$ cat src/rtl/dff_piso_unld.sv
// Parallel-in serial-out unloader: captures a WIDTH-bit word and streams it out
// one bit per accepted handshake, with a zero-bubble reload path on the last bit.
module dff_piso_unld #(
  parameter int WIDTH     = 32,
  parameter bit MSB_FIRST = 1'b0
) (
  input  logic             clk,
  input  logic             rst,
  input  logic             load_en,
  input  logic [WIDTH-1:0] data_i,
  output logic             load_ready,
  output logic             ser_o,
  output logic             ser_valid_o,
  input  logic             ser_ready_i,
  output logic             busy_o,
  output logic             done_o
);

  localparam int CW = $clog2(WIDTH + 1);
  localparam logic [CW-1:0] CNT_FULL = CW'(WIDTH);
  localparam logic [CW-1:0] CNT_ONE  = CW'(1);

  typedef enum logic {
    IDLE  = 1'b0,
    SHIFT = 1'b1
  } state_t;

  state_t           r_state;
  state_t           w_state_nxt;
  logic [WIDTH-1:0] r_shreg;
  logic [CW-1:0]    r_cnt;
  logic             r_done;

  logic             w_in_shift;
  logic             w_last;
  logic             w_load_acc;
  logic             w_bit_acc;
  logic             w_last_acc;
  logic [WIDTH-1:0] w_shifted;

  // Shift direction moves the next bit toward whichever end drives ser_o.
  assign w_shifted = MSB_FIRST ? {r_shreg[WIDTH-2:0], 1'b0}
                               : {1'b0, r_shreg[WIDTH-1:1]};

  always_comb begin
    w_state_nxt = r_state;
    w_in_shift  = (r_state == SHIFT);
    w_last      = (r_cnt == CNT_ONE);
    load_ready  = 1'b1;
    ser_valid_o = 1'b0;
    busy_o      = 1'b0;
    ser_o       = 1'b0;
    w_bit_acc   = 1'b0;
    w_last_acc  = 1'b0;
    w_load_acc  = 1'b0;

    case (r_state)
      IDLE: begin
        w_load_acc = load_en;
        if (w_load_acc) w_state_nxt = SHIFT;
      end
      SHIFT: begin
        // Accepting a new word is only safe once the final bit leaves this cycle.
        load_ready  = w_last && ser_ready_i;
        ser_valid_o = 1'b1;
        busy_o      = 1'b1;
        ser_o       = MSB_FIRST ? r_shreg[WIDTH-1] : r_shreg[0];
        w_bit_acc   = ser_ready_i;
        w_last_acc  = w_bit_acc && w_last;
        w_load_acc  = load_en && load_ready;
        if (w_last_acc && !w_load_acc) w_state_nxt = IDLE;
      end
      default: w_state_nxt = IDLE;
    endcase
  end

  always_ff @(posedge clk) begin
    if (rst) begin
      r_state <= IDLE;
      r_shreg <= '0;
      r_cnt   <= '0;
      r_done  <= 1'b0;
    end else begin
      r_state <= w_state_nxt;
      r_done  <= w_last_acc;
      if (w_load_acc) begin
        r_shreg <= data_i;
        r_cnt   <= CNT_FULL;
      end else if (w_bit_acc) begin
        r_shreg <= w_shifted;
        r_cnt   <= r_cnt - CNT_ONE;
      end
    end
  end

  assign done_o = r_done;

endmodule
$ cat config.mk
export PLATFORM = sky130hd
export DESIGN_NAME = dff_piso_unld
export DESIGN_NICKNAME = d
export VERILOG_FILES = /design/src/rtl/dff_piso_unld.sv
export SDC_FILE = /design/constraint.sdc
export NUM_CORES = 1
export LEC_CHECK = 0
export ABC_AREA = 1
export BUFFER_PORTS_ARGS = -buffer_cell sky130_fd_sc_hd__buf_4
export CAP_MARGIN = 20
export CELL_PAD_IN_SITES_DETAIL_PLACEMENT = 1
export CELL_PAD_IN_SITES_GLOBAL_PLACEMENT = 2
export CORE_MARGIN = 2
export CORE_UTILIZATION = 31
export CTS_CLUSTER_SIZE = 28
export DETAILED_ROUTE_END_ITERATION = 8
export GPL_TIMING_DRIVEN = 0
export HOLD_SLACK_MARGIN = 0.15
export PLACE_DENSITY = 0.91
export SLEW_MARGIN = 25
export SYNTH_ARGS = -nofsm -noshare
export SYNTH_HDL_FRONTEND = slang
export SYNTH_SLANG_ARGS = --single-unit
export TNS_END_PERCENT = 100
$ cat constraint.sdc
create_clock -name clk -period 3.74 [get_ports clk]
set_clock_uncertainty 0.1 [all_clocks]
set_input_delay 0.748 -clock clk [delete_from_list [all_inputs] [get_ports clk]]
set_output_delay 0.748 -clock clk [all_outputs]
set_load 0.005 [all_outputs]
==> metrics <==
HPWL Detailed=~3.8 mm; WS Path Type=flop to output port; xor/xnor cell area share of the yosys netlist=less than 1%; final worst slack=between 1000 and 1500 ps; cts bufs inserted=5; largest area contributor in the netlist=dfxtp_1; largest family of logic cells by synthesized area=simple AND/OR/NAND/NOR gates; max-cap check violation count=0; Longest Clk Path Bufs=2; vias per inst=4.63; leakage=1.30 nW; Slew Limit Fails=0; Final period util=roughly 65%; worst reg2reg setup slack=2090 ps; PwrDens=362 nW/um^2; Int Pwr=0.000664 W; CP Max Fanout=10; Syn Inst Count=~330; Fmax=409 MHz; # hold bufs at CTS=0; Comb power frac=19.4%; WP data required=2890 ps; Global Route Usage Sum=15.1%; Tmin final=2450 ps; DR WL/cell=11.5 um; setup TNS=0 ps; crit start category=flop; Post-DRT Antenna Nets=0; endpoints failing setup=0; Buffers on Ports=39; outcome=completed; DRC errors left=0; switching power total=0.000265 W; end of the worst hold path=r_shreg[9]; Core ar.=6460 um^2; Clk network pwr share=between 20 and 30%; total gr overflow=0; Mapped Area=2100 um^2; top cells by area, synth=dfxtp_1 38%, nand2_1 24%, nand3_1 8.6%; final wirelength=5.21 mm; post-synthesis sequential area ratio=38.2%; Post-Synth Adder-Cell Area=1.19%; Mapped Nets=370; most frequent cell after synthesis=nand2_1; Nets=416; final core occ=39.7%; Critical R2R Capture=r_cnt[1]; 1st-pass router iterations=4; DIE AREA=7440 um^2; number of synthesized flops with an enable pin=0; post-synth top area share=38.2%; gp weighted congestion=0.738; first-pass GRT wire length=9.07 mm; Post-CTS Resized=0; Worst setup EP type=output port; largest net degree at the start of global routing=12; Synth Area in Compound Gates=8.35%; layout cells sized above 1=about 18%; synth warn=0; synthesized area per cell=6.32 um^2; Seq pwr share=roughly half; multiplexer area fraction after synthesis=0.656%; clk_lat worst skew=290 ps; Area Growth Syn to Fin=22.2%; synth unique cells=22; Post-Place Cells=448; DP Worst Slack=about 1300 ps; RSZ-0062 raised after global routing=false; FFs w/ async S/R, synth=0%; Critical Path AT=roughly 1600 ps; CTS Sinks=40; H-tree levels=2; CP Launch Point=r_cnt[1]; Clock Tree Root=clkbuf_8; Die W=86.3 um; HP Class=flop to flop; vias in the first global route=~2000; FF-to-FF Start=r_cnt[1]; Ant. Diodes=0; routed vias=2105; Synth Flop Type=dfxtp_1; Initial Utilization=32.5%; Post-Synth Simple-Gate Area=37.6%; I/O Pins=41; sw frac=28.5%; peak supply drop=120 uV; count of final hold-check violations=0; slew margin rel.=67.4%; TritonCTS clock tree=built; post-CTS setup buffer count=0; Finished Layout Cells=455; hold path depth=2; num rows=29; Initial DRC Count=69; Seq cells post-synth=40; worst hold path startpoint=r_shreg[9]; Die Span Y=86.3 um; Worst-path clk slew=80 ps; reg2reg path depth=10; top cells by count, synth=134 x nand2_1, 42 x inv_1, 40 x dfxtp_1; Worst-Margin Slew=490 ps; initial antenna violation count=0
## power by group through the flow
stage | Sequential [W] | Clock [W] | Combinational [W]
2_1_floorplan | 0.000482 | 0 | 0.000120
3_3_place_gp | 0.000485 | 0 | 0.000181
3_5_place_dp | 0.000486 | 0 | 0.000185
4_1_cts | 0.000476 | 0.000285 | 0.000185
5_1_grt | 0.000480 | 0.000300 | 0.000209
6_report | 0.000476 | 0.000272 | 0.000181
## area by class of cell
| cell class | count | area, um^2 |
|---|---|---|
| plain buffers | 20 | 121 |
| clock buffers | 6 | 72.6 |
| clock inverters | 1 | 5.00 |
| fillers | 851 | 3890 |
| inverters | 44 | 165 |
| multi-input cells | 228 | 1010 |
| flip-flops and latches | 40 | 801 |
| well taps | 77 | 96.3 |
| repair buffers | 39 | 293 |
## stage by stage
| stage | hold WS, ps | total power, W | cell area (um^2) |
|---|---|---|---|
| 2_1_floorplan | 338 | 0.000601 | 2100 |
| 3_3_place_gp | 352 | 0.000665 | 2490 |
| 3_5_place_dp | 357 | 0.000671 | 2490 |
| 4_1_cts | 369 | 0.000947 | 2560 |
| 5_1_grt | 389 | 0.000989 | 2560 |
| 6_report | 363 | 0.000929 | 2560 |
## kinds of logic after synthesis
group,Yosys count
muxes,1
xor gates and xnor gates,1
adders and majority gates,2
AOI/OAI and AO/OA,35
buffers and inverters,64
and+or+nand+nor,189
DFF,40
## critical path, cell delays in order, from the launching register on
cell      delay [ps]
dfxtp_1          370
inv_1             70
ha_1             180
nand2_1           60
clkinv_1          70
nand3_2           90
nand2_4          100
buf_2            220
buf_4            150
## registers in the layout, indices dropped and copies added (netlist names)
signal,cells
r_shreg,32
done_o,1
r_cnt,6
r_state,1
## placed cells by master, fill, tap and decap left out, drive strengths merged
cell type / instances
nand2: 137
buf: 53
inv: 43
dfxtp: 40
nand3: 37
a21oi: 34
nor2: 13
clkbuf: 12
ha: 2
clkinv: 2
mux2i: 1
xnor2: 1
or2: 1
nand4: 1
o21ai: 1
## routing by layer
layer	track usage [%]	wire, um
met1	19.7	2590
met3	3.14	172
met2	25.1	2380
met4	4.69	67
met5	0	0
## how the worst max path moves through the flow
| stage | cells past startpoint | endpoint |
|---|---|---|
| after floorplan | 5 | load_ready |
| after CTS | 8 | load_ready |
| final | 8 | load_ready |
| after detailed placement | 7 | load_ready |
| after global placement | 7 | load_ready |
| after global routing | 8 | load_ready |
No activity file was read; power rests on OpenSTA's default activity.
